`src/rtl/multi_com_tracker.sv`:
```
// multi_com_tracker
//   Per-channel centre-of-mass tracker for NUM_CH threshold masks. Every cycle each
//   channel whose mask bit is set (qualified by valid_in) adds the pixel's x/y to its
//   sums and bumps its pixel count. On tabulate_in the sums are snapshotted and a
//   single time-shared restoring divider walks the channels, producing x/y centroids
//   for channels with at least MIN_COUNT pixels.
// Ports
//   clk_in, rst_n_in  : clock, asynchronous active-low reset
//   x_in, y_in        : coordinates of the current pixel
//   valid_in, mask_in : pixel qualifier and per-channel mask hit
//   tabulate_in       : one-cycle frame-boundary strobe
//   x_com_out/y_com_out : packed centroids, channel c at [c*W +: W]
//   com_valid_out     : one-cycle per-channel update pulse
//   present_out       : channel met MIN_COUNT in the last tabulated frame
//   busy_out          : divider sequencing in progress
//   overrun_out       : pulse when tabulate_in arrives while busy
module multi_com_tracker #(
    parameter int unsigned NUM_CH    = 3,
    parameter int unsigned H_WIDTH   = 11,
    parameter int unsigned V_WIDTH   = 10,
    parameter int unsigned CNT_WIDTH = 17,
    parameter int unsigned MIN_COUNT = 16
) (
    input  logic                        clk_in,
    input  logic                        rst_n_in,
    input  logic [H_WIDTH-1:0]          x_in,
    input  logic [V_WIDTH-1:0]          y_in,
    input  logic                        valid_in,
    input  logic [NUM_CH-1:0]           mask_in,
    input  logic                        tabulate_in,
    output logic [NUM_CH*H_WIDTH-1:0]   x_com_out,
    output logic [NUM_CH*V_WIDTH-1:0]   y_com_out,
    output logic [NUM_CH-1:0]           com_valid_out,
    output logic [NUM_CH-1:0]           present_out,
    output logic                        busy_out,
    output logic                        overrun_out
);

    localparam int unsigned MW  = (H_WIDTH > V_WIDTH) ? H_WIDTH : V_WIDTH;
    localparam int unsigned DW  = MW + CNT_WIDTH;
    localparam int unsigned SXW = H_WIDTH + CNT_WIDTH;
    localparam int unsigned SYW = V_WIDTH + CNT_WIDTH;
    localparam int unsigned CHW = (NUM_CH > 1) ? $clog2(NUM_CH) : 1;
    localparam int unsigned BW  = $clog2(DW);

    localparam logic [CNT_WIDTH-1:0] MIN_CNT = CNT_WIDTH'(MIN_COUNT);
    localparam logic [CHW-1:0]       LAST_CH = CHW'(NUM_CH - 1);
    localparam logic [BW-1:0]        LAST_BIT = BW'(DW - 1);

    localparam logic [2:0] S_IDLE = 3'd0;
    localparam logic [2:0] S_CHK  = 3'd1;
    localparam logic [2:0] S_DIVX = 3'd2;
    localparam logic [2:0] S_DIVY = 3'd3;
    localparam logic [2:0] S_WR   = 3'd4;
    localparam logic [2:0] S_NXT  = 3'd5;

    // Live accumulators and frame snapshots
    logic [SXW-1:0]       r_sx    [NUM_CH];
    logic [SYW-1:0]       r_sy    [NUM_CH];
    logic [CNT_WIDTH-1:0] r_cnt   [NUM_CH];
    logic [SXW-1:0]       r_sh_sx [NUM_CH];
    logic [SYW-1:0]       r_sh_sy [NUM_CH];
    logic [CNT_WIDTH-1:0] r_sh_cnt[NUM_CH];

    logic [2:0]                 r_state;
    logic [CHW-1:0]             r_ch;
    logic [BW-1:0]              r_bit;
    logic [DW-1:0]              r_quo;
    logic [CNT_WIDTH-1:0]       r_rem;
    logic [H_WIDTH-1:0]         r_xq;
    logic                       r_busy;
    logic                       r_overrun;
    logic [NUM_CH-1:0]          r_com_valid;
    logic [NUM_CH-1:0]          r_present;
    logic [NUM_CH*H_WIDTH-1:0]  r_x_com;
    logic [NUM_CH*V_WIDTH-1:0]  r_y_com;

    logic [NUM_CH-1:0]    w_hit;
    logic [CNT_WIDTH-1:0] w_div;
    logic [CNT_WIDTH:0]   w_shift;
    logic [CNT_WIDTH-1:0] w_diff;
    logic                 w_ge;
    logic [CNT_WIDTH-1:0] w_rem_next;
    logic [DW-1:0]        w_quo_next;

    assign w_hit = {NUM_CH{valid_in}} & mask_in;

    // One restoring-division step: shift in the next dividend bit, subtract if it fits.
    always_comb begin
        w_div      = r_sh_cnt[r_ch];
        w_shift    = {r_rem, r_quo[DW-1]};
        w_ge       = (w_shift >= {1'b0, w_div});
        // Remainder stays below the divisor, so the low CNT_WIDTH bits hold the exact difference.
        w_diff     = w_shift[CNT_WIDTH-1:0] - w_div;
        w_rem_next = w_ge ? w_diff : w_shift[CNT_WIDTH-1:0];
        w_quo_next = {r_quo[DW-2:0], w_ge};
    end

    always_ff @(posedge clk_in or negedge rst_n_in) begin
        if (!rst_n_in) begin
            for (int c = 0; c < NUM_CH; c++) begin
                r_sx[c]     <= '0;
                r_sy[c]     <= '0;
                r_cnt[c]    <= '0;
                r_sh_sx[c]  <= '0;
                r_sh_sy[c]  <= '0;
                r_sh_cnt[c] <= '0;
            end
        end else begin
            for (int c = 0; c < NUM_CH; c++) begin
                if (tabulate_in) begin
                    // A pixel on the tabulate cycle belongs to the new frame.
                    r_sx[c]  <= w_hit[c] ? SXW'(x_in) : '0;
                    r_sy[c]  <= w_hit[c] ? SYW'(y_in) : '0;
                    r_cnt[c] <= CNT_WIDTH'(w_hit[c]);
                    // Snapshot only when the divider is free; otherwise the frame is dropped.
                    if (!r_busy) begin
                        r_sh_sx[c]  <= r_sx[c];
                        r_sh_sy[c]  <= r_sy[c];
                        r_sh_cnt[c] <= r_cnt[c];
                    end
                end else if (w_hit[c]) begin
                    r_sx[c] <= r_sx[c] + SXW'(x_in);
                    r_sy[c] <= r_sy[c] + SYW'(y_in);
                    if (r_cnt[c] != '1) begin
                        r_cnt[c] <= r_cnt[c] + CNT_WIDTH'(1);
                    end
                end
            end
        end
    end

    always_ff @(posedge clk_in or negedge rst_n_in) begin
        if (!rst_n_in) begin
            r_state     <= S_IDLE;
            r_ch        <= '0;
            r_bit       <= '0;
            r_quo       <= '0;
            r_rem       <= '0;
            r_xq        <= '0;
            r_busy      <= 1'b0;
            r_overrun   <= 1'b0;
            r_com_valid <= '0;
            r_present   <= '0;
            r_x_com     <= '0;
            r_y_com     <= '0;
        end else begin
            r_com_valid <= '0;
            r_overrun   <= tabulate_in & r_busy;
            case (r_state)
                S_IDLE: begin
                    if (tabulate_in) begin
                        r_state <= S_CHK;
                        r_ch    <= '0;
                        r_busy  <= 1'b1;
                    end
                end
                S_CHK: begin
                    if (r_sh_cnt[r_ch] >= MIN_CNT) begin
                        r_quo   <= DW'(r_sh_sx[r_ch]);
                        r_rem   <= '0;
                        r_bit   <= '0;
                        r_state <= S_DIVX;
                    end else begin
                        r_present[r_ch] <= 1'b0;
                        r_state         <= S_NXT;
                    end
                end
                S_DIVX: begin
                    r_quo <= w_quo_next;
                    r_rem <= w_rem_next;
                    r_bit <= r_bit + BW'(1);
                    if (r_bit == LAST_BIT) begin
                        r_xq    <= w_quo_next[H_WIDTH-1:0];
                        r_quo   <= DW'(r_sh_sy[r_ch]);
                        r_rem   <= '0;
                        r_bit   <= '0;
                        r_state <= S_DIVY;
                    end
                end
                S_DIVY: begin
                    r_quo <= w_quo_next;
                    r_rem <= w_rem_next;
                    r_bit <= r_bit + BW'(1);
                    if (r_bit == LAST_BIT) begin
                        r_state <= S_WR;
                    end
                end
                S_WR: begin
                    r_x_com[r_ch*H_WIDTH +: H_WIDTH] <= r_xq;
                    r_y_com[r_ch*V_WIDTH +: V_WIDTH] <= r_quo[V_WIDTH-1:0];
                    r_present[r_ch]   <= 1'b1;
                    r_com_valid[r_ch] <= 1'b1;
                    r_state           <= S_NXT;
                end
                S_NXT: begin
                    if (r_ch == LAST_CH) begin
                        r_state <= S_IDLE;
                        r_busy  <= 1'b0;
                    end else begin
                        r_ch    <= r_ch + CHW'(1);
                        r_state <= S_CHK;
                    end
                end
                default: begin
                    r_state <= S_IDLE;
                    r_busy  <= 1'b0;
                end
            endcase
        end
    end

    assign x_com_out     = r_x_com;
    assign y_com_out     = r_y_com;
    assign com_valid_out = r_com_valid;
    assign present_out   = r_present;
    assign busy_out      = r_busy;
    assign overrun_out   = r_overrun;

endmodule
```
`config.mk`:
```
export PLATFORM = sky130hd
export DESIGN_NAME = multi_com_tracker
export DESIGN_NICKNAME = d
export VERILOG_FILES = /design/src/rtl/multi_com_tracker.sv
export SDC_FILE = /design/constraint.sdc
export NUM_CORES = 1
export LEC_CHECK = 0
export ABC_CLOCK_PERIOD_IN_PS = 4210
export BUFFER_PORTS_ARGS = -buffer_cell sky130_fd_sc_hd__buf_2
export CORE_MARGIN = 1
export CORE_UTILIZATION = 47
export CTS_CLUSTER_DIAMETER = 50
export DETAILED_ROUTE_END_ITERATION = 16
export GPL_TIMING_DRIVEN = 0
export PLACE_DENSITY = 0.71
export SYNTH_ARGS = -nofsm -noshare
export SYNTH_HDL_FRONTEND = slang
export SYNTH_SLANG_ARGS = --single-unit
```
`constraint.sdc`:
```
create_clock -name clk_in -period 4.21 [get_ports clk_in]
set_input_delay 0.2105 -clock clk_in [delete_from_list [all_inputs] [get_ports clk_in]]
set_output_delay 0.2105 -clock clk_in [all_outputs]
set_load 0.02 [all_outputs]
```
Word level (Yosys, flattened, before mapping)
Cells that the tools add are included.
{ "op_classes": {"reduce_logical": 22, "bitwise": 8, "shift": 4, "n_eq_ne": 17, "add_sub_neg": 14, "order_cmp": 5, "mux": 65, "n_mul": 2} }
{ "op_table": {"columns": ["op", "count"], "rows": [
  ["two-way mux 28 bit", 10],
  ["two-way mux 17 bit", 14],
  ["two-way mux 27 bit", 8],
  ["adder 28 x 11 -> 28 bit", 3],
  ["one-hot mux 28 bit (3 select lines)", 1],
  ["adder 27 x 10 -> 27 bit", 3],
  ["negator 6 -> 34 bit", 2],
  ["binary-select mux 28 bit (select 2 bit)", 1],
  ["binary-select mux 27 bit (select 2 bit)", 1],
  ["adder 17 x 1 -> 17 bit, second input constant", 3],
  ["!= test 17 bit, second input constant", 3],
  ["one-hot mux 17 bit (3 select lines)", 1],
  ["binary-select mux 17 bit (select 2 bit)", 1],
  ["variable shift 10 x 34 -> 30 bit, first input constant", 1],
  ["variable shift 11 x 34 -> 33 bit, first input constant", 1],
  ["indexed part select 10 x 34 -> 30 bit", 1],
  ["indexed part select 11 x 34 -> 33 bit", 1],
  ["bitwise mux 33 bit", 1],
  ["two-way mux 11 bit", 3],
  ["bitwise mux 30 bit", 1],
  ["two-way mux 10 bit", 3],
  [">= comparator 18 x 17 -> 1 bit", 1],
  ["two-way mux 3 bit", 6],
  ["one-hot mux 3 bit (6 select lines)", 1],
  ["other kinds (36)", 66]
]} }
{ "totals": {"ff_bits": 569, "word_cells": 167} }

Logic depth before layout (Yosys ltp)
Gate-level depths: netlist of the first run.
{ "depth": {"ltp_word": 8, "mapped_depth": 17, "ltp_nobuf": 13} }

Least setup slack after synthesis of the first run
Ideal clock, no wire load.
{ "synth_path": {"path_kind": "flip-flop to flip-flop", "startpoint": "register r_ch[1]", "endpoint": "register r_rem[10]", "stages_incl_launch_ff": 18, "arrival_time_ps": 3617, "period_less_slack_ps": 3750, "setup_slack_ps": 460, "required_time_ps": 4077, "setup_time_ps": 133, "cell_sequence": "dfrtp_1 buf_4 buf_6 clkbuf_1 buf_2 mux2i_1 o21ai_0 ha_1 inv_1 fa_1 a21oi_1 o22ai_1 nor2_1 o21bai_1 o21ai_1 clkbuf_1 mux2i_1 o21ai_0"} }
{ "synth_via": {"elab_chain_cells": 8} }
{ "synth_lines": {"columns": ["item", "line_no", "rtl"], "rows": [
  ["from (decl)", "66", "logic [CHW-1:0] r_ch;"],
  ["from (signal assigned)", "201", "r_ch <= r_ch + CHW'(1);"],
  ["NOT 2 -> 3 bit (not written as such) *", "90, 159", null],
  ["binary-select mux 17 bit (select 2 bit) *", "90, 159", null],
  ["two-way mux 17 bit (not written as such) * (2 in series)", "90, 159", null],
  ["subtractor 17 bit or >= comparator 18 x 17 -> 1 bit (tied branches)", "94, 92", null],
  ["two-way mux 17 bit", "95", "w_rem_next = w_ge ? w_diff : w_shift[CNT_WIDTH-1:0];"],
  ["two-way mux 17 bit", "173", "if (r_bit == LAST_BIT) begin"],
  ["one-hot mux 17 bit (3 select lines)", "150", "case (r_state)"],
  ["to (signal assigned)", "171", "r_rem <= w_rem_next;"],
  ["to (signal assigned)", "183", "r_rem <= w_rem_next;"],
  ["to (decl)", "69", "logic [CNT_WIDTH-1:0] r_rem;"]
]} }
Every way passes the cells marked *; elsewhere a longest branch is shown, timed or not. The select of a mux whose other input is x is not followed.
A chain may end at the register's enable or synchronous reset.

Final worst setup path of the first run
{ "layout_path": {"startpoint": "register r_ch[1]", "endpoint": "register r_rem[14]"} }
Same word-level chain as after synthesis.

==> impl_metrics.csv, run 1 <==
group,metric,value,unit
yosys,netlist_top_cells_count,"dfrtp_1, mux2_2, nand2_1",
detailed_routing,wirelength,87.66,mm
hold_path,hold_path.startpoint,"y_in[9]",
power,power.total,18.17,mW
power,seq_power_share,34.9,%
critical_path,cp-startpoint,"r_ch[1]$_DFFE_PN0P_",
yosys,ys_seq_area_share,47.62,%
global_routing,grt_pass1_wl,137.1,mm
yosys,netlist.top_cell.by_area,"dfrtp_1",
clock_tree,cts_buffers,68,
global_routing,grt_max_degree,119,
yosys,yosysWarnings,0,
timing,fmax,251.7,MHz
hold_path,hold_class,"input port to flip-flop",
clock_tree,cts_root_buffer,"clkbuf_16",
yosys,synth.cell_area,29900,sq um
floorplan,start_util,47.48,%
global_routing,antenna_found_initial,5,
critical_path,worstSetupEndpointType,"flip-flop",
timing,final_max_slew_viol_count,0,
clock_tree,h-tree-depth,3,
power,leakage,15.26,nW
floorplan,dieWidth,254.2,um
place,hpwl,63.69,mm
detailed_routing,wl_per_cell,21.69,um
timing,rsz0062_at_grt,"no",
clock_tree,clock_path_buffers,3,
critical_path,crit_type,"flip-flop to flip-flop",
floorplan,die-area,64630,sq um
detailed_routing,drc,0,
place,port_buffers,96,
critical_path,slowest_stage,"dfrtp_1",
detailed_routing,drt_iter0_markers,2201,
power,vdd_drop_max,0.0003174,V
global_routing,grt_use_total,27.48,%
detailed_routing,num_vias,24270,
clock_tree,clock_latency,0.63,ns
yosys,synth.avg_cell_area,10.12,sq um
yosys,ys_top_cells_by_area,"dfrtp_1, mux2_2, o21ai_0",
critical_path,crit_path_start_kind,"flip-flop",
power,pwr-share-comb,31.5,%
floorplan,io_pins,99,
yosys,yosysMostFrequentCell,"dfrtp_1",
yosys,synth_seq_cells,569,
global_routing,gr-total-overflow,0,
yosys,syn_nets,3080,
timing,min_period,3.973,ns
clock_tree,cts_tree,"built",
timing,finClkSkew,0.03962,ns
critical_path,timing.rr.start,"r_ch[1]$_DFFE_PN0P_",
yosys,yosysUniqueCellTypes,76,
hold_path,holdPathStages,3,
detailed_routing,antenna_left,0,
yosys,synth-async-reset-ratio,100.0,%
critical_path,crit_arrival,4.44,ns
yosys,syn_inst,2953,
power,p_sw_share,34.11,%
clock_tree,clk_pin_slew,0.06,ns
timing,whs,0.02457,ns
run_status,status,"completed",
timing,setup_violations,0,
clock_tree,clock-sinks,569,
power,power.switching,6.200,mW
power,power_density,531.8,nW/um^2
critical_path,crit_chain,"nor2b_1, clkbuf_2, buf_6, clkbuf_8, nand2_1, o21ai_1, ha_2, inv_1, fa_1, a21oi_2, o22ai_1, nor2_1, o21bai_2, o21ai_2, buf_4, buf_8, mux2i_1, o21ai_0",
timing,finalHoldViolCount,0,
critical_path,crit_fanout,10,
job,maxCapViolCount,0,
timing,tightest_slew,1.373,ns
final_layout,post-route-util,54.28,%
floorplan,die-height,254.2,um
yosys,synth_ff_type,"dfrtp_1",
power,intPower,11.97,mW
floorplan,rows,92,
final_layout,area_growth,14.31,%
critical_path,cpPeakStageDelay,0.46,ns
critical_path,cp.required,4.67,ns
final_layout,fin_nets,3269,
place,place_congestion,0.9581,
floorplan,core,62970,sq um
timing,min_period_over_period,94.38,%
final_layout,drive_above_1_share,16.50,%
timing,maxSlewHeadroom,8.051,%
power,clkPwrFrac,33.6,%
critical_path,ff2ff_path_depth,18,
detailed_routing,vias_per_cell,6.005,
global_routing,grt_pass1_vias,23590,
yosys,synth_top_area_share,47.62,%
yosys,synth_edf_count,0,
detailed_routing,firstDrtPassIters,7,
==> final cells by class <==
type / count / area (sq um)
Antenna cell: 2 / 5.005
Buffer: 164 / 686.9
Clock buffer: 96 / 2011
Clock inverter: 26 / 315.3
Fill cell: 5518 / 28790
Inverter: 63 / 236.5
Multi-Input combinational cell: 2154 / 14800
Sequential cell: 569 / 14240
Tap cell: 846 / 1059
Timing Repair Buffer: 122 / 828.3
==> path summary, 6_finish.rpt <==
| path | slack, ns | to |
|---|---|---|
| setup / recovery | 0.24 | r_rem[14]$_DFFE_PN0P_ |
| hold / removal | 0.02 | r_sy[36]$_DFFE_PN0P_ |
| setup reg to reg | 0.24 | r_rem[14]$_DFFE_PN0P_ |
| hold reg to reg | 0.47 | x_com_out[15]$_DFFE_PN0P_ |
| max in group asynchronous | 2.69 | r_sx[42]$_DFFE_PN0P_ |
| min in group asynchronous | 0.19 | x_com_out[19]$_DFFE_PN0P_ |
==> critical path, delay by kind of cell, from the launching register on <==
kind,cells,cell delay (ns)
AOI/OAI and AO/OA,6,0.95
adders and majority gates,2,0.69
buffers and inverters,6,1.05
DFF,1,0.46
muxes,1,0.19
and+or+nand+nor,3,0.46
==> cell families after synthesis <==
family | Yosys count | share of synthesized area [%]
compound gates | 697 | 14.45
xor+xnor | 141 | 4.130
flops | 569 | 47.62
fa+ha+maj | 99 | 4.319
simple gates | 861 | 13.43
buf+inv | 230 | 2.975
mux | 356 | 13.07
==> cell usage in the layout, fill, tap and decap left out, types with 10 or more instances in the layout <==
cell and n:
xor2_1 64, or3_1 41, dfrtp_1 568, o21a_1 16, and2_1 18, xnor2_1 77
a221o_1 27, nand3_1 92, o31ai_1 14, a31oi_1 23, o211ai_1 12, a211oi_1 14
mux2_2 269, clkbuf_16 71, a22oi_1 13, nor2_1 245, inv_1 60, o21ai_0 234
mux2i_1 80, dlygate4sd3_1 17, a21o_1 18, and3_1 26, a21oi_1 166, nor3_1 44
clkbuf_8 15, nand2b_1 10, a22o_1 20, clkbuf_1 147, ha_1 91, nor2b_1 29
o22ai_1 56, buf_1 10, or4_1 10, buf_2 102, nand4_1 33, and4_1 10
nand2_1 267
==> per-layer routing <==
layer / share of wire (%) / vias to the layer above / global-route usage, %
met4: 4.3 / 8 / 12.34
met1: 42 / 12050 / 36.57
met5: 0.059 / - / 0
met2: 46 / 935 / 43.16
li1: - / 11070 / -
met3: 7.4 / 213 / 5.736
==> power groups by stage <==
stage                     Sequential, mW  Clock [mW]  Combinational, mW
after CTS                           6.32        6.17               5.46
after global routing                6.38        6.40               6.21
after global placement              6.40           0               5.25
after detailed placement            6.42           0               5.32
after floorplan                     6.32           0               3.84
final                               6.34        6.10               5.73
==> state kept, by name, indices dropped and copies added, names as in the netlist, named ones only <==
| signal | cells |
|---|---|
| r_sy | 81 |
| r_state | 3 |
| y_com_out | 30 |
| overrun_out | 1 |
| r_rem | 17 |
| r_sh_cnt | 51 |
| r_ch | 2 |
| r_sx | 84 |
| r_sh_sy | 81 |
| r_xq | 11 |
| r_sh_sx | 84 |
| x_com_out | 33 |
| r_quo | 28 |
| busy_out | 1 |
| r_cnt | 51 |
| r_bit | 5 |
| com_valid_out | 3 |
==> through the flow <==
step           setup TNS (ns)  instances  setup WS, ns  cell area (sq um)
2_1_floorplan               0       2953        0.4600              29900
4_1_cts                     0       4037       0.03887              34120
6_report                    0       4042        0.2368              34180
3_3_place_gp         -5084.36       3895        -8.961              31440
5_1_grt                     0       4041       0.01026              34170
3_5_place_dp           -24.30       3901        -1.396              31600
==> timing repair <==
action / CTS / global route
gates resized for setup: 16 / 12
hold buffers: 17 / 0
endpoints found under the setup margin: 29 / 27
pin swaps: 1 / 1
endpoints found under the hold margin: 123 / 0
buffers inserted: 0 / 3
(Power assumes the default switching activity.)
==> inputs of run 2 (changes only) <==
--- a/config.mk
+++ b/config.mk
@@ -12,6 +12,7 @@
 export CTS_CLUSTER_DIAMETER = 50
 export DETAILED_ROUTE_END_ITERATION = 16
 export GPL_TIMING_DRIVEN = 0
+export MAX_ROUTING_LAYER = met4
 export PLACE_DENSITY = 0.71
 export SYNTH_ARGS = -nofsm -noshare
 export SYNTH_HDL_FRONTEND = slang
==> impl_metrics.csv, run 2 (same netlist as run 1, synthesis figures left out) <==
group,metric,value,unit
timing,finalHoldViolCount,0,
final_layout,fillers,5548,
timing,maxSlewHeadroom,10.77,%
detailed_routing,antenna_left,0,
timing,final_max_slew_viol_count,0,
final_layout,layout_common_cells,"dfrtp_1, mux2_2, nand2_1",
critical_path,crit_arrival,4.52,ns
clock_tree,cts_tree,"built",
final_layout,drive_above_1_share,16.69,%
global_routing,grt_pass1_wl,136.6,mm
power,power.total,18.14,mW
global_routing,antenna_found_initial,7,
clock_tree,h-tree-depth,3,
power,vdd_drop_max,0.0003371,V
detailed_routing,wl_per_cell,21.64,um
final_layout,layout_commonest_cell,"dfrtp_1",
critical_path,slowest_stage,"nor3_1",
critical_path,crit_buf_inv,7,
detailed_routing,drc,0,
detailed_routing,vias_per_cell,5.958,
timing,fin_setup_tns,0,ns
floorplan,die-area,64630,sq um
critical_path,crit_chain,"clkinv_1, clkbuf_2, clkbuf_2, ha_1, clkbuf_1, inv_1, clkbuf_1, nor3_1, clkbuf_1, nand2_1, o21ai_0",
hold_path,hold_class,"input port to flip-flop",
timing,rsz0062_at_grt,"no",
global_routing,grt_pass1_vias,23370,
detailed_routing,num_vias,24110,
critical_path,cpPeakStageDelay,0.53,ns
timing,tightest_slew,1.326,ns
power,leakage,15.26,nW
critical_path,critical-path-top-delay-family,"buffers and inverters",
timing,finClkSkew,0.03778,ns
floorplan,rows,92,
clock_tree,clock-sinks,569,
critical_path,cp.required,4.75,ns
critical_path,cpMostUsedCell,"clkbuf_1",
timing,min_period_over_period,94.57,%
place,port_buffers,96,
timing,fmax,251.2,MHz
clock_tree,clock_path_buffers,3,
hold_path,hold_path.startpoint,"y_in[7]",
detailed_routing,drt_iter0_markers,2265,
critical_path,crit_fanout,13,
global_routing,grt_use_total,28.29,%
floorplan,io_pins,99,
clock_tree,cts_root_buffer,"clkbuf_16",
floorplan,start_util,47.48,%
run_status,status,"completed",
clock_tree,clock_latency,0.62,ns
timing,setup_violations,0,
critical_path,cp-startpoint,"r_ch[0]$_DFFE_PN0P_",
place,place_congestion,0.9668,
job,maxCapViolCount,0,
floorplan,core,62970,sq um
place,hpwl,63.84,mm
floorplan,die-height,254.2,um
clock_tree,cts_buffers,71,
final_layout,largestRegisters,"r_sh_sx (84), r_sx (84)",
detailed_routing,firstDrtPassIters,9,
critical_path,timing.rr.start,"r_ch[0]$_DFFE_PN0P_",
final_layout,area_growth,14.40,%
clock_tree,clk_pin_slew,0.06,ns
critical_path,worstSetupEndpointType,"flip-flop",
critical_path,crit_type,"flip-flop to flip-flop",
detailed_routing,wirelength,87.59,mm
final_layout,fin_nets,3265,
global_routing,grt_max_degree,119,
timing,min_period,3.982,ns
critical_path,reg2reg_slack,0.23,ns
critical_path,crit_path_start_kind,"flip-flop",
power,power_density,530.4,nW/um^2
floorplan,dieWidth,254.2,um
global_routing,gr-total-overflow,0,
run 2: tightest hold or removal path: cells and delay by family:
family	cells	cell delay, ns
buffers and inverters	1	0.15
AOI/OAI and AO/OA	1	0.09
and+or+nand+nor	1	0.14
run 2: worst paths after layout:
check                                       endpoint  depth (start not counted)
min                             r_sy[61]$_DFFE_PN0P_                          3
max reg2reg                 x_com_out[7]$_DFFE_PN0P_                         11
min reg2reg                y_com_out[10]$_DFFE_PN0P_                          2
max                         x_com_out[7]$_DFFE_PN0P_                         11
max in group asynchronous       r_sx[42]$_DFFE_PN0P_                          4
min in group asynchronous  x_com_out[30]$_DFFE_PN0P_                          2
run 2: repair_timing:
action | CTS | global route
setup buffers | 0 | 1
hold buffers | 12 | 0
setup endpoints to repair | 33 | 28
resized for setup | 18 | 11
hold endpoints to repair | 89 | 0
pin swaps | 1 | 1
run 2: report_power, final:
group          internal (mW)  switching, mW  total, mW
Combinational           2.23           3.40       5.64
Clock                   3.71           2.46       6.17
Sequential              5.96          0.382       6.34
run 2: area by class of cell:
cell class / count / area, sq um / share of cell area, %
Tap cell: 846 / 1059 / 3.095
Inverter: 63 / 236.5 / 0.6914
Multi-Input combinational cell: 2154 / 14810 / 43.29
Sequential cell: 569 / 14240 / 41.63
Clock inverter: 30 / 286.5 / 0.8377
Clock buffer: 99 / 2108 / 6.164
Timing Repair Buffer: 114 / 755.7 / 2.210
Buffer: 165 / 693.2 / 2.027
Antenna cell: 7 / 17.52 / 0.05121
run 2: metrics by stage:
stage          setup slack [ns]  cell area [sq um]  instances  hold WS [ns]  util (%)
2_1_floorplan            0.4600              29900       2953      -0.08509         -
3_3_place_gp             -9.017              31440       3895        0.4600     49.93
3_5_place_dp             -1.420              31590       3900        0.1970     50.17
4_1_cts                0.007750              34150       4039      0.001326     54.23
5_1_grt                0.008614              34200       4046       0.01933     54.32
6_report                 0.2284              34200       4047       0.01606     54.32
run 2: metal layers:
layer	share of wire [%]	wire length (um)	global-route usage (%)	up-vias
met2	47	40760	43.83	840
met4	3.8	3353	12.07	0
met3	6.5	5650	4.389	180
met1	43	37830	36.90	12040
li1	-	-	-	11050
met5	0	0	-	-
